==> config.mk <==
export PLATFORM = sky130hd
export DESIGN_NAME = imm_gen_stage
export DESIGN_NICKNAME = d
export VERILOG_FILES = /design/src/rtl/imm_gen_pkg.sv /design/src/rtl/imm_gen_decode.sv /design/src/rtl/imm_gen_stage.sv
export SDC_FILE = /design/constraint.sdc
export NUM_CORES = 1
export LEC_CHECK = 0
export CAP_MARGIN = 20
export CORE_UTILIZATION = 34
export DETAILED_ROUTE_END_ITERATION = 8
export PLACE_DENSITY = 0.67
export SLEW_MARGIN = 5
export SYNTH_ARGS = -nofsm -noshare
export SYNTH_HDL_FRONTEND = slang
export SYNTH_SLANG_ARGS = --single-unit
export TNS_END_PERCENT = 5
==> constraint.sdc <==
create_clock -name clk_i -period 4.15 [get_ports clk_i]
set_input_delay 0.83 -clock clk_i [delete_from_list [all_inputs] [get_ports clk_i]]
set_output_delay 0.83 -clock clk_i [all_outputs]
set_load 0.01 [all_outputs]
==> src/rtl/imm_gen_pkg.sv <==
// Shared definitions for the immediate-generation stage: format codes,
// RV32/RV64 base opcodes and the skid-buffer state encoding.
package imm_gen_pkg;

   typedef enum logic [2:0] {
      FMT_R   = 3'd0,
      FMT_I   = 3'd1,
      FMT_SH  = 3'd2,
      FMT_S   = 3'd3,
      FMT_B   = 3'd4,
      FMT_U   = 3'd5,
      FMT_J   = 3'd6,
      FMT_ILL = 3'd7
   } fmt_e;

   localparam logic [6:0] OP_OP     = 7'b0110011;
   localparam logic [6:0] OP_IMM    = 7'b0010011;
   localparam logic [6:0] OP_LOAD   = 7'b0000011;
   localparam logic [6:0] OP_JALR   = 7'b1100111;
   localparam logic [6:0] OP_STORE  = 7'b0100011;
   localparam logic [6:0] OP_BRANCH = 7'b1100011;
   localparam logic [6:0] OP_LUI    = 7'b0110111;
   localparam logic [6:0] OP_AUIPC  = 7'b0010111;
   localparam logic [6:0] OP_JAL    = 7'b1101111;

   typedef enum logic [1:0] {
      ST_EMPTY = 2'd0,
      ST_ONE   = 2'd1,
      ST_FULL  = 2'd2
   } state_e;

   // OP-IMM with funct3 SLLI/SRLI/SRAI carries a shift amount, not an immediate.
   function automatic logic is_shift_funct3(input logic [2:0] funct3);
      return (funct3 == 3'b001) || (funct3 == 3'b101);
   endfunction

endpackage

==> src/rtl/imm_gen_decode.sv <==
// Combinational RV instruction format decode and immediate extension.
// Optional feature macro: IMM_GEN_UJ_EN -- when defined, LUI/AUIPC decode as U
// and JAL as J; otherwise those opcodes report ILL with a zero immediate.
module imm_gen_decode
   import imm_gen_pkg::*;
#(
   parameter int XLEN = 32
) (
   input  logic [31:0]     instr_i,
   output logic [XLEN-1:0] imm_o,
   output fmt_e            fmt_o
);

   localparam bit IS_RV64 = (XLEN == 64);

   logic [6:0]  opcode;
   logic [2:0]  funct3;
   logic [5:0]  shamt;
   logic [31:0] imm32;

   assign opcode = instr_i[6:0];
   assign funct3 = instr_i[14:12];
   // RV64 shifts use a 6-bit shamt; RV32 only 5 bits (bit 25 belongs to funct7).
   assign shamt  = IS_RV64 ? instr_i[25:20] : {1'b0, instr_i[24:20]};

   // Classify the instruction from its opcode (and funct3 for shifts).
   always_comb begin
      fmt_o = FMT_ILL;
      case (opcode)
         OP_OP:              fmt_o = FMT_R;
         OP_IMM:             fmt_o = is_shift_funct3(funct3) ? FMT_SH : FMT_I;
         OP_LOAD, OP_JALR:   fmt_o = FMT_I;
         OP_STORE:           fmt_o = FMT_S;
         OP_BRANCH:          fmt_o = FMT_B;
`ifdef IMM_GEN_UJ_EN
         OP_LUI, OP_AUIPC:   fmt_o = FMT_U;
         OP_JAL:             fmt_o = FMT_J;
`else
         OP_LUI, OP_AUIPC,
         OP_JAL:             fmt_o = FMT_ILL;
`endif
         default:            fmt_o = FMT_ILL;
      endcase
   end

   // Assemble a 32-bit immediate, then replicate bit 31 up to XLEN.
   // Shift amounts have bit 31 clear, so the same step zero-extends them.
   always_comb begin
      imm32 = '0;
      case (fmt_o)
         FMT_I:   imm32 = {{20{instr_i[31]}}, instr_i[31:20]};
         FMT_SH:  imm32 = {26'b0, shamt};
         FMT_S:   imm32 = {{20{instr_i[31]}}, instr_i[31:25], instr_i[11:7]};
         FMT_B:   imm32 = {{19{instr_i[31]}}, instr_i[31], instr_i[7],
                           instr_i[30:25], instr_i[11:8], 1'b0};
         FMT_U:   imm32 = {instr_i[31:12], 12'b0};
         FMT_J:   imm32 = {{11{instr_i[31]}}, instr_i[31], instr_i[19:12],
                           instr_i[20], instr_i[30:21], 1'b0};
         default: imm32 = '0;
      endcase
      imm_o        = {XLEN{imm32[31]}};
      imm_o[31:0]  = imm32;
   end

endmodule

==> src/rtl/imm_gen_stage.sv <==
// Immediate-generation pipeline stage: decodes each accepted instruction and
// holds results in a 2-entry in-order skid buffer.
// XLEN must be 32 or 64. Optional feature macro: IMM_GEN_UJ_EN (see imm_gen_decode).
//
// state    | meaning
// ---------+-------------------------------------------------
// ST_EMPTY | no entry held; out_valid_o low
// ST_ONE   | head entry valid; can still accept one more
// ST_FULL  | head and tail valid; in_ready_o low
module imm_gen_stage
   import imm_gen_pkg::*;
#(
   parameter int XLEN = 32
) (
   input  logic            clk_i,
   input  logic            rst_i,
   input  logic            flush_i,
   input  logic            in_valid_i,
   output logic            in_ready_o,
   input  logic [31:0]     instr_i,
   output logic            out_valid_o,
   input  logic            out_ready_i,
   output logic [XLEN-1:0] imm_o,
   output logic [2:0]      fmt_o
);

   state_e          state_q, state_nxt;
   logic            ready_q;
   logic [XLEN-1:0] dec_imm;
   fmt_e            dec_fmt;
   logic [XLEN-1:0] head_imm_q, tail_imm_q;
   fmt_e            head_fmt_q, tail_fmt_q;
   logic            push, pop;
   logic            load_head_dec, load_head_tail, load_tail;

   imm_gen_decode #(.XLEN(XLEN)) u_decode (
      .instr_i (instr_i),
      .imm_o   (dec_imm),
      .fmt_o   (dec_fmt)
   );

   assign push        = in_valid_i & ready_q;
   assign pop         = out_valid_o & out_ready_i;
   assign in_ready_o  = ready_q;
   assign out_valid_o = (state_q != ST_EMPTY);
   assign imm_o       = head_imm_q;
   assign fmt_o       = head_fmt_q;

   // State register; ready is registered from next state so it never
   // depends combinationally on out_ready_i.
   always_ff @(posedge clk_i) begin
      if (rst_i) begin
         state_q <= ST_EMPTY;
         ready_q <= 1'b1;
      end else begin
         state_q <= state_nxt;
         ready_q <= (state_nxt != ST_FULL);
      end
   end

   // Next state and buffer steering; flush overrides any push or pop.
   always_comb begin
      state_nxt      = state_q;
      load_head_dec  = 1'b0;
      load_head_tail = 1'b0;
      load_tail      = 1'b0;
      if (flush_i) begin
         state_nxt = ST_EMPTY;
      end else begin
         case (state_q)
            ST_EMPTY: begin
               if (push) begin
                  state_nxt     = ST_ONE;
                  load_head_dec = 1'b1;
               end
            end
            ST_ONE: begin
               if (push && pop) begin
                  load_head_dec = 1'b1;
               end else if (push) begin
                  state_nxt = ST_FULL;
                  load_tail = 1'b1;
               end else if (pop) begin
                  state_nxt = ST_EMPTY;
               end
            end
            ST_FULL: begin
               if (pop) begin
                  state_nxt      = ST_ONE;
                  load_head_tail = 1'b1;
               end
            end
            default: state_nxt = ST_EMPTY;
         endcase
      end
   end

   // Head entry drives the outputs; cleared on reset and flush so no stale
   // immediate lingers on imm_o.
   always_ff @(posedge clk_i) begin
      if (rst_i || flush_i) begin
         head_imm_q <= '0;
         head_fmt_q <= FMT_R;
      end else if (load_head_dec) begin
         head_imm_q <= dec_imm;
         head_fmt_q <= dec_fmt;
      end else if (load_head_tail) begin
         head_imm_q <= tail_imm_q;
         head_fmt_q <= tail_fmt_q;
      end
   end

   // Tail entry holds the second-oldest result while the head is stalled.
   always_ff @(posedge clk_i) begin
      if (rst_i) begin
         tail_imm_q <= '0;
         tail_fmt_q <= FMT_R;
      end else if (load_tail) begin
         tail_imm_q <= dec_imm;
         tail_fmt_q <= dec_fmt;
      end
   end

endmodule

## Yosys cells after proc, flatten, opt, wreduce, memory -nomap -nowiden

Index checks and enable logic that the tools add are counted.
W data, S select, Z words.

| storage, ports and cells | value |
|---|---|
| register bits | 73 |
| bits in latches | 0 |
| bits in writable memories | 0 |
| ROM bits | 0 |
| output and inout bits | 37 |
| logic and storage cells | 56 |
| memories | 0 |

| cells by class | value |
|---|---|
| add/sub/neg operators | 0 |
| multipliers | 0 |
| divide/modulo/power cells | 0 |
| magnitude comparators | 0 |
| eq/ne operators | 17 |
| shift-type cells | 0 |
| multiplexer cells | 24 |
| bitwise logic cells | 2 |
| reduce and logical (&&, ||, !) cells | 7 |

Operators by type and width:

| operator | count |
|---|---|
| $pmux W32 S6 | 1 |
| $mux W32 | 2 |
| $pmux W3 S5 | 1 |
| $eq A7 B6 Y1 const B | 2 |
| $eq A7 B7 Y1 const B | 2 |
| $mux W2 | 7 |
| $eq A3 B3 Y1 const B | 4 |
| $mux W1 | 9 |
| $eq A7 B2 Y1 const B | 1 |
| $eq A7 B5 Y1 const B | 1 |
| $eq A3 B1 Y1 const B | 2 |
| $eq A3 B2 Y1 const B | 2 |
| $mux W3 | 2 |
| $pmux W2 S3 | 1 |
| $reduce_bool A2 Y1 | 2 |
| $and A1 B1 Y1 | 2 |
| $eq A2 B1 Y1 const B | 1 |
| $eq A2 B2 Y1 const B | 1 |
| $logic_not A2 Y1 | 1 |
| $logic_or A1 B1 Y1 | 2 |
| $ne A2 B2 Y1 const B | 1 |
| $pmux W1 S2 | 1 |
| $reduce_or A2 Y1 | 1 |
| $logic_and A1 B1 Y1 | 1 |

## Logic depth before layout (Yosys ltp)

| logic depth | value |
|---|---|
| word-level depth | 8 |
| gate-level depth with buffers | 7 |
| mapped depth without buffers | 4 |

## Hierarchy

Synthesis repeated with hierarchy kept, for this count alone.

| second synthesis, totals | value |
|---|---|
| cell total of the unflattened synthesis | 444 |
| area, all modules | 3485.8 sq um |

Modules (own cells, without submodules):

| module | instances | cells an instance | area each (sq um) |
|---|---|---|---|
| imm_gen_stage | 1 | 369 | 2915.3 |
| imm_gen_decode | 1 | 75 | 570.5 |

## Least setup slack after synthesis

No wires, ideal clock.

| timing path | value |
|---|---|
| path type | input to register |
| start point | input port flush_i |
| end point | register tail_imm_q[20] |
| library setup time | 130 ps |
| data arrival time | 1955 ps |
| data required time | 4020 ps |
| path slack | 2065 ps |
| stages on the path | 5 |
| buffers on the path | 1 |
| cell sequence | nand4bb_4 or3b_1 o21bai_1 clkbuf_1 nor3_1 |

| between the ends | value |
|---|---|
| longest elaborated chain between the ends | 1 |

RTL lines:

| item | line | RTL |
|---|---|---|
| start, declared | imm_gen_stage.sv:17 | `input logic flush_i,` |
| $mux W1 | imm_gen_stage.sv:67 | `if (flush_i) begin` |
| end signal, assigned | imm_gen_stage.sv:119 | `tail_imm_q <= dec_imm;` |
| end, declared | imm_gen_stage.sv:31 | `logic [XLEN-1:0] head_imm_q, tail_imm_q;` |

Every way passes these cells.
A chain may end at the register's enable or synchronous reset.

## Worst setup path in the final report

| timing path | value |
|---|---|
| start point | input port out_ready_i |
| end point | register head_imm_q[31], in the netlist imm_o[31] |

| between the ends | value |
|---|---|
| longest elaborated chain between the ends | 6 |
| elaborated cells on any way between the ends | 10 |
| those cells by class | mux: 7; bitwise: 1; reduce/logical: 2 |

RTL lines:

| item | line | RTL |
|---|---|---|
| start, declared | imm_gen_stage.sv:22 | `input logic out_ready_i,` |
| $and A1 B1 Y1 * | imm_gen_stage.sv:43 | `assign pop = out_valid_o & out_ready_i;` |
| $logic_and A1 B1 Y1 | imm_gen_stage.sv:78 | `if (push && pop) begin` |
| $mux W1 | imm_gen_stage.sv:78 |  |
| $pmux W1 S2 | imm_gen_stage.sv:70 | `case (state_q)` |
| $mux W1 | imm_gen_stage.sv:67 |  |
| $mux W32 or $reduce_bool A2 Y1 (tied branches) | - |  |
| end signal, assigned | imm_gen_stage.sv:105 | `head_imm_q <= dec_imm;` |
| end signal, assigned | imm_gen_stage.sv:108 | `head_imm_q <= tail_imm_q;` |
| end, declared | imm_gen_stage.sv:31 |  |

Mark *: on every way between the ends. The rest lies on a longest branch, timed or not.

==> results.tsv <==
stage	metric	value	unit
outcome	status	finished clean	
cells_and_area	drive_above_1_share	8.50	%
routing	vias	2822	
global_routing	grt_pass1_wl	13500	um
yosys	ys_seq_elements	73	
routing	drt-total-wl	8160	um
clocking	cts_max_level	3	
placed_design	placed_cells	504	
timing	clock.fmax	336	MHz
worst_setup_path	crit_chain	clkdlybuf4s50_1, nor2b_1, nor3_2, nand2_1, o22ai_1	
worst_setup_path	crit_start	out_ready_i	
yosys	ys.flop_type	dfxtp_1	
clocking	postCtsSetupBuffers	0	
clocking	clkSinkCount	73	
yosys	yosysTopAreaCell	dfxtp_1	
cells_and_area	finish.utilization	46.4	%
cells_and_area	fill_cells	838	
global_routing	grt_antenna_before_repair	0	
placed_design	portBuffers	67	
clocking	clock-root-buffer	clkbuf_8	
yosys	synth_top_area_share	47.8	%
hold_path	hold_class	reg2reg	
cells_and_area	area_delta_synth_final	32.1	%
power	p_leak	0.00139	uW
timing	hold_viol_final	0	
cells_and_area	nNetsFinal	444	
timing	rsz0062_at_grt	false	
worst_setup_path	cp_slowest_cell	clkdlybuf4s50_1	
worst_setup_path	path_buf_inv	1	
clocking	clkTransAtPathRegs	80	ps
run	maxCapViolations	0	
timing	fin_setup_tns	0	ps
clocking	postCtsResizedCells	0	
timing	skew	9.58	ps
cells_and_area	diodes	0	
clocking	cts_tree	yes	
worst_setup_path	critical-path-top-delay-family	simple AND/OR/NAND/NOR gates	
global_routing	grt_pass1_vias	2723	
floorplan	floorplan.initialDensity	35.1	%
global_routing	grt_max_degree	36	
yosys	synth-adder-area-share	0	%
cells_and_area	fin_area	4040	um2
yosys	synth_fp_nets	384	
timing	worst_slew_pin_slew	734	ps
cells_and_area	regArea	1460	um2
yosys	mappedNetlistArea	3060	um2
yosys	synthMuxAreaShare	2.99	%
yosys	postSynthCellCount	347	
floorplan	die-width	96.9	um
worst_setup_path	startpoint_type	input port	
hold_path	hold_start	tail_imm_q[6]	
timing	period_share	71.7	%
yosys	synth_simple_gate_area_share	21.5	%
timing	slew_headroom	50.9	%
clocking	postCtsHoldBufs	0	
clocking	clockBufferDepth	2	
floorplan	pin_count	74	
timing	period_minus_slack	2980	ps
yosys	synthArstFlopShare	0	%
cells_and_area	instances_no_fill	520	
global_routing	grt_usage	17.8	%
yosys	synth_compound_area_share	23.4	%
yosys	synth-xor-area-share	0	%
yosys	synth_edf_count	0	
floorplan	placementRows	34	
placed_design	gp_congestion	0.791	
worst_setup_path	crit_arrival	3230	ps
yosys	synth_warnings	0	
timing	setup_viol	0	
power	p_per_area	341	nW/um2
routing	drt-vias-per-instance	5.43	
clocking	clock_latency	350	ps
worst_setup_path	cp_data_required_time	4410	ps
worst_setup_path	critPathKind	in2reg	
yosys	avgSynthCellArea	8.82	um2
yosys	synth.distinct_cells	41	
worst_setup_path	rr_startpoint	state_q[1]	
yosys	synth-seq-area-share	47.8	%
floorplan	core-area	8720	um2
floorplan	dieArea	9380	um2
cells_and_area	multi_input_area	1490	um2
clocking	numCtsBuffers	9	
placed_design	dp_hpwl	5420	um
yosys	synth_top_family_by_area	compound AO/OA/AOI/OAI gates	
floorplan	dieHeight	96.9	um
worst_setup_path	crit_path_end_kind	register	
routing	wl_per_cell	15.7	um
routing	ant_nets	0	
timing	maxSlewViolCount	0	
placed_design	placed_area	3850	um2
global_routing	grt_overflow	0	
yosys	synth_area_leaders	dfxtp_1, o22ai_1, a2bb2oi_1	
power	ir_drop	142	uV
worst_setup_path	cp_max_fo	20	
routing	dr.pass1.iters	5	
worst_setup_path	slowest_delay	680	ps
routing	drt_iter0_drc	143	
routing	drc_errors	0	
cell type report:
cell class / instances / area share, %
clock buffer: 10 / 3.16
clock inverter: 6 / 1.67
inverter: 4 / 0.371
multi-input combinational: 242 / 36.9
sequential: 73 / 36.1
tap: 108 / 3.34
timing repair buffer: 77 / 18.4
worst register-to-register path, cell delays in order, from the launching register on:
cell and delay, ps:
dfxtp_1 390, nand4bb_4 310, nor3_2 560, nand2_1 610
o22ai_1 370
layout by cell type, fill, tap and decap left out, drive strengths merged, types with 8 or more instances in the layout:
cell type,Yosys,routed
dfxtp,73,73
a2bb2oi,20,20
a21oi,16,16
a211oi,9,9
clkbuf,18,10
o22ai,31,31
nor2,38,38
nor3,24,24
clkdlybuf4s50,0,67
mux2i,8,8
buf,10,10
nand2,36,36
final timing paths:
path	endpoint	slack, ps	cells past startpoint
min	tail_imm_q[6]	470	1
max reg2reg	imm_o[31]	1820	4
max	imm_o[31]	1170	5
min reg2reg	tail_imm_q[6]	470	1
metal layers:
layer,global-route usage (%),vias to the layer above,part of all wire [%]
li1,-,1391,-
met1,23.8,1352,47
met2,27.8,70,47
met3,4.41,9,4.1
met4,6.54,0,1.4
met5,0,-,0
metrics by stage:
| stage | total power, uW | hold slack (ps) | worst slack, ps |
|---|---|---|---|
| finish | 1380 | 475 | 1170 |
| global route | 1430 | 496 | 1010 |
| CTS | 1390 | 481 | 1150 |
| detailed placement | 843 | 461 | 861 |
| global placement | 842 | 447 | 870 |
| floorplan | 785 | 441 | 2070 |
Yosys cell counts (2+ instances only):
master and number:
nor2b_1 4, a311oi_1 3, o32ai_1 4, mux2i_1 8, or3_1 3, o22ai_1 31
a211oi_1 9, a21o_1 2, buf_2 9, nand3b_1 2, a32o_1 6, nand4_1 2
nor2_1 38, a2bb2oi_1 20, nand2_1 36, dfxtp_1 73, o21ai_0 4, inv_1 4
or2_1 2, clkbuf_1 18, nand3_1 6, a21oi_1 15, and2_1 3, nand2b_1 6
nor3_1 23
state kept, by name, summed over array words and instances (netlist names):
signal / flops
state_q: 2
fmt_o: 3
in_ready_o: 1
imm_o: 32
tail_fmt_q: 3
tail_imm_q: 32
kinds of logic (layout without fill, tap and decap cells):
family / after synthesis / after routing
and+or+nand+nor: 133 / 133
AOI/OAI and AO/OA: 100 / 100
DFF: 73 / 73
buffers and inverters: 32 / 97
muxes: 9 / 9
power by group:
part           total [uW]  internal (uW)  switching (uW)
registers             710            706            4.03
logic                 117           57.6            59.8
clock network         553            280             273
(Power assumes the default switching activity.)
